<file path="src/rtl/rf_dbg_reader.sv">
// rf_dbg_reader: walks the register-file debug read port and streams
// register values out over a valid/ready interface, either as a full
// x0..x31 dump or as a single selected register.
module rf_dbg_reader (
  input  logic        clk_i,
  input  logic        rst_i,
  input  logic        start_i,
  input  logic        single_i,
  input  logic [4:0]  sel_i,
  input  logic        abort_i,
  output logic [4:0]  rR_o,
  input  logic [31:0] rD_i,
  output logic [31:0] data_o,
  output logic [4:0]  idx_o,
  output logic        valid_o,
  input  logic        ready_i,
  output logic        busy_o,
  output logic        done_o
);

  typedef enum logic [1:0] {
    S_IDLE  = 2'd0,
    S_FETCH = 2'd1,
    S_SEND  = 2'd2,
    S_DONE  = 2'd3
  } state_e;

  state_e      state_q;
  logic [4:0]  cnt_q;
  logic [4:0]  last_q;
  logic [31:0] data_q;
  logic [4:0]  idx_q;
  logic        valid_q;
  logic        done_q;

  // Next-value terms shared by the FSM below.
  logic [31:0] data_d;
  logic        hs_d;
  logic        last_beat_d;

  // x0 is hardwired zero regardless of what the read port returns;
  // a beat is consumed when the presented value is accepted.
  always_comb begin
    data_d      = (cnt_q == 5'd0) ? 32'h0 : rD_i;
    hs_d        = valid_q && ready_i;
    last_beat_d = (cnt_q == last_q);
  end

  // Read-port address is only driven while fetching; zero otherwise.
  assign rR_o    = (state_q == S_FETCH) ? cnt_q : 5'd0;
  assign busy_o  = (state_q != S_IDLE);
  assign data_o  = data_q;
  assign idx_o   = idx_q;
  assign valid_o = valid_q;
  assign done_o  = done_q;

  // Control FSM with registered beat and completion outputs.
  always_ff @(posedge clk_i) begin
    if (rst_i) begin
      state_q <= S_IDLE;
      cnt_q   <= 5'd0;
      last_q  <= 5'd0;
      data_q  <= 32'h0;
      idx_q   <= 5'd0;
      valid_q <= 1'b0;
      done_q  <= 1'b0;
    end else begin
      done_q <= 1'b0;
      case (state_q)
        S_IDLE: begin
          // A full dump wins over a single read when both are requested.
          if (start_i) begin
            cnt_q   <= 5'd0;
            last_q  <= 5'd31;
            state_q <= S_FETCH;
          end else if (single_i) begin
            cnt_q   <= sel_i;
            last_q  <= sel_i;
            state_q <= S_FETCH;
          end
        end
        S_FETCH: begin
          if (abort_i) begin
            valid_q <= 1'b0;
            state_q <= S_IDLE;
          end else begin
            data_q  <= data_d;
            idx_q   <= cnt_q;
            valid_q <= 1'b1;
            state_q <= S_SEND;
          end
        end
        S_SEND: begin
          // Abort beats a coincident handshake; data holds until accepted.
          if (abort_i) begin
            valid_q <= 1'b0;
            state_q <= S_IDLE;
          end else if (hs_d) begin
            valid_q <= 1'b0;
            if (last_beat_d) begin
              done_q  <= 1'b1;
              state_q <= S_DONE;
            end else begin
              cnt_q   <= cnt_q + 5'd1;
              state_q <= S_FETCH;
            end
          end
        end
        S_DONE: begin
          state_q <= S_IDLE;
        end
        default: begin
          valid_q <= 1'b0;
          state_q <= S_IDLE;
        end
      endcase
    end
  end

endmodule

</file>
<file path="config.mk">
export PLATFORM = sky130hd
export DESIGN_NAME = rf_dbg_reader
export DESIGN_NICKNAME = d
export VERILOG_FILES = /design/src/rtl/rf_dbg_reader.sv
export SDC_FILE = /design/constraint.sdc
export NUM_CORES = 1
export LEC_CHECK = 0
export CAP_MARGIN = 0
export CORE_MARGIN = 2
export CORE_UTILIZATION = 49
export CTS_BUF_LIST = sky130_fd_sc_hd__clkbuf_4
export DETAILED_ROUTE_END_ITERATION = 7
export HOLD_SLACK_MARGIN = 0.1
export PLACE_DENSITY_LB_ADDON = 0.3
export REMOVE_ABC_BUFFERS = 1
export SLEW_MARGIN = 20
export SYNTH_ARGS = -nofsm -noshare
export SYNTH_HDL_FRONTEND = slang
export SYNTH_SLANG_ARGS = --single-unit
</file>
<file path="constraint.sdc">
create_clock -name clk_i -period 3.9 [get_ports clk_i]
set_input_delay 0.585 -clock clk_i [delete_from_list [all_inputs] [get_ports clk_i]]
set_output_delay 0.585 -clock clk_i [all_outputs]
set_load 0.03 [all_outputs]
</file>
-- Word level (Yosys, flattened, before mapping)
Index checks and enable logic that the tools add are counted.
W data, S select, Z words.
- memories kept: 0
- flip-flop bits (word level): 51
- output and inout port bits: 45
- ROM bits: 0
- latch bits: 0
- bits in writable memories: 0
- input bits: 43
- logic and storage cells: 54
- bitwise operators: 3
- muxes and demuxes: 21
- eq/ne operators: 9
- $lt $le $gt $ge: 0
- $mul: 0
- add/sub/neg operators: 1
- reduce and logical (&&, ||, !) cells: 13
- shifts and indexed selects: 0
- div/mod/pow operators: 0
- operators with widths (operator ; number):
    $mux W5 ; 7
    $mux W32 ; 1
    $mux W2 ; 6
    $pmux W5 S2 ; 1
    $pmux W2 S4 ; 1
    $reduce_and A2 Y1 ; 4
    $reduce_bool A2 Y1 ; 4
    $ne A2 B2 Y1 const B ; 3
    $ne A3 B3 Y1 const B ; 2
    $add A5 B1 Y5 const B ; 1
    $eq A5 B5 Y1 ; 1
    $logic_not A5 Y1 ; 1
    $reduce_and A5 Y1 ; 1
    $eq A2 B2 Y1 const B ; 2
    $mux W1 ; 4
    $reduce_or A4 Y1 ; 1
    $not A1 Y1 ; 3
    $eq A2 B1 Y1 const B ; 1
    $logic_not A2 Y1 ; 1
    $pmux W1 S2 ; 1
    $logic_and A1 B1 Y1 ; 1

-- Depth between registers and ports, before layout
Gate-level depths: netlist (run 1).
- depth after elaboration: 5
- mapped depth: 7
- depth with buffers taken out: 6

-- Worst setup path before layout (run 1)
OpenSTA, ideal clock, no wires.
- path type: input to register
- start point: input port start_i
- end point: register cnt_q[1]
- required time: 3.779 ns
- stages: 4
- arrival time: 1.637 ns
- path buffers: 0
- setup time: 0.121 ns
- slack: 2.142 ns
- cells stage by stage: or2_2 > a21boi_0 > a21o_4 > mux2_4
- longest elaborated chain between the ends: 2
- elaborated cells between the ends (all ways): 4
- those cells by class: 1 x eq/ne; 2 x mux; 1 x reduce/logical
- RTL lines (item ; line ; source):
    start, declared ; 7 ; input logic start_i,
    $ne A3 B3 Y1 (no line) / $mux W5 (equally long branches) ; n/a ;
    $reduce_and A5 Y1 (no line) / $pmux W5 S2 (equally long branches) ; n/a ;
    end signal, assigned ; 77 ; cnt_q <= sel_i;
    end signal, assigned ; 104 ; cnt_q <= cnt_q + 5'd1;
    end, declared ; 29 ; logic [4:0] cnt_q;
Several ways; a longest one is shown, not always the timed one.
A chain may end at the register's enable or synchronous reset.

-- Final worst setup path (run 1)
- start point: register state_q[0]
- end point: output port rR_o[2]
- longest elaborated chain between the ends: 2
- RTL lines (item ; line ; source):
    start, declared ; 28 ; state_e state_q;
    start signal, assigned ; 60 ; state_q <= S_IDLE;
    start signal, assigned ; 75 ; state_q <= S_FETCH;
    start signal, assigned ; 79 ; state_q <= S_FETCH;
    $eq A2 B1 Y1 ; 50 ; assign rR_o = (state_q == S_FETCH) ? cnt_q : 5'd0;
    $mux W5 ; 50 ;
    end, declared ; 11 ; output logic [4:0] rR_o,
No other way between the ends.

==> impl_metrics.ini, run 1 <==
[clock_network]
cts_tree = done
clockBufferDepth = 2
cts-root-buf = clkbuf_4
clk_pin_slew_ps = 140
post_cts.repair.setup_buffers = 0
holdBufCountCts = 0
numCtsBuffers = 5
cts.repair.resized = 0
cts_htree_levels = 2
clock_latency_ps = 380
clock-sinks = 51

[drt]
wl_met2_mm = 2.63
drc = 0
wirelength_mm = 5.30
met1_length_mm = 2.32
dr.pass1.iters = 4
met3_length_um = 252
drtIter0Drc = 104
top_layer_used = met4
wl_per_cell_um = 14.4
ant_nets = 0
num_vias = 1971
vias_per_cell = 5.34

[yosys]
synthTopCellsByCount = 51 x dfxtp_1, 49 x nor2_1, 30 x a22oi_2
yosys_register_bits = 51
synth_cells = 238
synth-adder-area-share = 0.0106
synth_flop_cell = dfxtp_1
synth-seq-area-share = 0.434
synth_area_sq_mm = 0.00235
yosysMostFrequentCell = dfxtp_1
async_flop_share = 0
yosysWarnings = 0
synth_edf_count = 0
synth-compound-area-share = 0.241
synth_top_cell_by_area = dfxtp_1
synth_area_leaders = dfxtp_1 43%, a22oi_2 16%, nor2_1 7.8%, a211oi_1 2.6%, nor2_2 2.1%
syn_avg_cell_area_sq_um = 9.89
synthMuxAreaShare = 0.0234
synth_top_area_frac = 0.434
ys_types = 42
synth_top_family_by_area = compound AO/OA/AOI/OAI gates
synthXorXnorAreaFrac = 0.0250
synth-simple-area-share = 0.212

[run]
max_cap_viol_count = 0

[setup_path]
required_ps = 3310
cp_top_family = buffers and inverters
critical_path_buf_inv_count = 1
critPathMaxStageDelay_ps = 670
end_kind = output pin
slowest_stage = clkdlybuf4s50_1
timing.critical_path.fanout_max = 9
worstPathCellList = nor2b_1 -> and2_1 -> clkdlybuf4s50_1
crit_type = reg -> out
critPathLaunchType = flip-flop
critPathArrivalTime_ps = 2080

[placement]
io_buffers = 87
dpl_worst_slack_ps = 1390
dp_cells = 362
gp_congestion = 0.851
dpl-instance-area_sq_mm = 0.00319
dp_hpwl_mm = 3.78

[run_status]
status = completed

[grt]
grt_max_degree = 42
grtUsageTotal = 0.196
grt_pass1_vias = 1776
antenna_found_initial = 0
grt-ovfl-total = 0
grt_first_pass_wirelength_mm = 8.21

[die]
dieArea_sq_mm = 0.00538
chipWidth_um = 73.3
fp-row-count = 25
start_util = 0.502
floorplan.core_area_sq_mm = 0.00469
die_h_um = 73.3
ios = 88

[sta]
maxSlewViolCount = 0
hold_violations = 0
setup_ws_ps = 1240
slew_headroom = 0.517
min_period_over_period = 0.683
grt_setup_unrepaired = no
whs_ps = 503
period_minus_slack_ps = 2660
final.setup.tns_ps = 0
setup_viol = 0
skew_ps = 8.78
worstMarginPinSlew_ps = 724
fmax_mhz = 375

[power_and_ir_drop]
p_per_area_mw_per_mm2 = 338
leakage_uw = 0.00119
vdd_ir_drop_max_mv = 0.167

[worst_hold_path]
worstHoldPathType = reg -> reg

[layout]
fin_cells = 369
drive_gt1_frac = 0.181
nets = 360
diodes = 0
synthToLayoutAreaGrowth_pct = 38.8
final_area_sq_mm = 0.00327
==> final timing paths <==
| kind | slack (ps) | end | from | cells past startpoint |
|---|---|---|---|---|
| worst max-delay path | 1240 | rR_o[2] | state_q[0] | 3 |
| worst min-delay path | 500 | idx_o[1] | idx_o[1] | 2 |
| worst max register to register | 2020 | data_o[0] | state_q[0] | 4 |
| worst min register to register | 500 | idx_o[1] | idx_o[1] | 2 |
==> cell families after synthesis <==
kind of cell,count (synthesis)
AO/OA/AOI/OAI,57
XOR/XNOR,5
adder cells (fa/ha/maj),2
buffers and inverters,24
flip-flops,51
multiplexers,5
AND/OR/NAND/NOR,94
==> power breakdown <==
| group | internal (uW) | total [uW] | leakage, uW | switching, uW |
|---|---|---|---|---|
| Clock | 132 | 299 | 0.0000373 | 167 |
| Combinational | 114 | 238 | 0.000742 | 124 |
| Sequential | 544 | 567 | 0.000414 | 23.6 |
| Total | 789 | 1100 | 0.00119 | 315 |
==> final cells by class <==
cell class                 instances  area [sq um]
clock buffer                       5          37.5
multi-input combinational        163          1210
tap                               54          67.6
sequential                        51          1020
fill                             370          1420
timing repair buffer              89           881
clock inverter                     2          37.5
inverter                           5          18.8
==> cells in the final DEF, fill, tap and decap left out, drive strengths merged, types with 2 or more instances in the layout <==
cell,n
buf,3
and3,4
inv,5
nand2b,2
nor2,58
nor3b,4
and2,6
dfxtp,51
ha,2
nor4,2
o21ai,2
a22oi,32
clkbuf,5
nand2,6
clkdlybuf4s50,86
a21oi,6
mux2i,4
a21boi,2
a211oi,8
o32ai,2
nand3,3
xor2,4
o31ai,2
nor2b,2
nor3,2
==> registers in the layout (all words and copies together) (netlist names) <==
| register | count |
|---|---|
| cnt_q | 5 |
| data_o | 32 |
| done_o | 1 |
| idx_o | 5 |
| last_q | 5 |
| state_q | 2 |
| valid_o | 1 |
==> through the flow <==
step | util | total power [uW]
floorplan | - | 710
global placement | 0.681 | 814
detailed placement | 0.681 | 818
CTS | 0.697 | 1110
global route | 0.697 | 1150
finish | 0.697 | 1100
==> worst min-delay path, delay by kind of cell (launching register included) <==
kind | cells | cell delay [ps]
AO/OA/AOI/OAI | 1 | 60
AND/OR/NAND/NOR | 1 | 70
flip-flops | 1 | 350
==> layer usage <==
layer / up-vias / track usage
met5: - / 0
met4: 0 / 0.0747
met3: 8 / 0.0398
met2: 56 / 0.310
met1: 922 / 0.263
li1: 985 / -
No activity file was read; power rests on OpenSTA's default activity.
==> run 2: changes to the inputs <==
--- a/config.mk
+++ b/config.mk
@@ -7,7 +7,7 @@
 export LEC_CHECK = 0
 export CAP_MARGIN = 0
 export CORE_MARGIN = 2
-export CORE_UTILIZATION = 49
+export CORE_UTILIZATION = 46
 export CTS_BUF_LIST = sky130_fd_sc_hd__clkbuf_4
 export DETAILED_ROUTE_END_ITERATION = 7
 export HOLD_SLACK_MARGIN = 0.1
==> constraint.sdc (replaced) <==
create_clock -name clk_i -period 2.5 [get_ports clk_i]
set_input_delay 0.375 -clock clk_i [delete_from_list [all_inputs] [get_ports clk_i]]
set_output_delay 0.375 -clock clk_i [all_outputs]
set_load 0.03 [all_outputs]
==> impl_metrics.ini, run 2 (synthesis gave the netlist of run 1 again) <==
[power_and_ir_drop]
pwr-share-clk = 0.268
vdd_ir_drop_max_mv = 0.313
p_comb_frac = 0.221
leakage_uw = 0.00122
fin_total_pwr_uw = 1730
p_per_area_mw_per_mm2 = 519
p_sw_uw = 492
intPower_uw = 1240
p_seq_frac = 0.511
swShare = 0.284

[grt]
grt.busiest_layer = met2
groute.layer.met3.usage = 0.0529
grt_max_degree = 41
use_met2 = 0.290
grt_first_pass_wirelength_mm = 8.29
grt_pass1_vias = 1747
grt-ovfl-total = 0
antenna_found_initial = 0
grtUsageTotal = 0.189
grtUsageMet1 = 0.258

[placement]
dp_hpwl_mm = 3.73
io_buffers = 87
gp_congestion = 0.874
dp_cells = 381

[die]
floorplan.core_area_sq_mm = 0.00501
chipWidth_um = 75.5
dieArea_sq_mm = 0.00571
start_util = 0.470
die_h_um = 75.5
fp-row-count = 26
ios = 88

[setup_path]
critPathArrivalTime_ps = 1970
cp_top_family = buffers and inverters
critPathMaxStageDelay_ps = 670
ff2ff_path_depth = 4
critPathLaunchType = flip-flop
cp.depth = 3
end_kind = output pin
crit_type = reg -> out
worstPathCellList = nor2b_2 -> and2_1 -> clkdlybuf4s50_1
slowest_stage = clkdlybuf4s50_1
critical_path_buf_inv_count = 1
required_ps = 2120
timing.critical_path.fanout_max = 9

[drt]
vias_per_cell = 5.11
wl_per_cell_um = 13.6
drtIter0Drc = 85
drc = 0
dr.pass1.iters = 4
wirelength_mm = 5.28
num_vias = 1983
ant_nets = 0

[layout]
fill_cells = 445
largest_register_ffs = 32
fin_cells = 388
layout_commonest_cell = clkdlybuf4s50_1
drive_gt1_frac = 0.192
final_cell_mix = 86 x clkdlybuf4s50_1, 51 x dfxtp_1, 49 x nor2_1, 30 x a22oi_2
diodes = 0
multi_input_area_sq_mm = 0.00121
nets = 363
final_util = 0.667
seqCellArea_sq_mm = 0.00102
synthToLayoutAreaGrowth_pct = 41.8

[clock_network]
clockBufferDepth = 2
clk_pin_slew_ps = 140
cts_htree_levels = 2
cts-root-buf = clkbuf_4
numCtsBuffers = 5
cts_tree = done
holdBufCountCts = 0
clock_latency_ps = 370
clock-sinks = 51

[sta]
slew_headroom = 0.537
whs_ps = 503
skew_ps = 11.2
grt_setup_unrepaired = no
maxSlewViolCount = 0
setup_viol = 0
hold_violations = 0
fmax_mhz = 426
period_minus_slack_ps = 2350
worstMarginPinSlew_ps = 694
final.setup.tns_ps = 0
min_period_over_period = 0.939

[run_status]
status = completed

[run]
max_cap_viol_count = 0

[worst_hold_path]
worstHoldPathType = reg -> reg
worstHoldPathCells = 2
-- run 2: layer usage --
| metal | vias to the layer above | share of wire |
|---|---|---|
| li1 | 991 | - |
| met1 | 930 | 0.43 |
| met5 | - | 0 |
| met2 | 58 | 0.50 |
| met3 | 4 | 0.059 |
| met4 | 0 | 0.0082 |
-- run 2: what timing repair did --
action,4_1_cts,5_1_grt
endpoints found under the setup margin,0,5
resized for setup,0,1
buffers inserted,0,0
-- run 2: area by class of cell --
type / instances / area share
sequential: 51 / 0.306
timing repair buffer: 92 / 0.278
multi-input combinational: 163 / 0.362
tap: 70 / 0.0262
clock buffer: 5 / 0.0112
clock inverter: 2 / 0.0112
inverter: 5 / 0.00562
-- run 2: worst min-delay path, stage by stage, from the launching register on --
cell and delay (ps):
dfxtp_1 350, a21oi_1 60, nor2_1 70
-- run 2: path summary, 6_finish.rpt --
| kind | endpoint | startpoint | slack (ps) |
|---|---|---|---|
| worst min-delay path | idx_o[0] | idx_o[0] | 500 |
| worst min register to register | idx_o[0] | idx_o[0] | 500 |
| worst max register to register | cnt_q[1] | cnt_q[3] | 730 |
| worst max-delay path | rR_o[3] | state_q[0] | 150 |
-- run 2: power groups by stage --
stage                     logic, uW  registers [uW]  clock network [uW]
after floorplan                 177             931                   0
after global placement          379             902                   0
after detailed placement        383             903                   0
after CTS                       385             885                 477
after global routing            415             891                 514
final                           383             885                 464
-- run 2: metrics by stage --
| step | cell area [sq um] | setup slack (ps) |
|---|---|---|
| final | 3340 | 152 |
| after global routing | 3340 | 35.2 |
| after CTS | 3340 | 51.5 |
| after detailed placement | 3260 | 350 |
| after global placement | 3260 | 407 |
| after floorplan | 2250 | 96.5 |
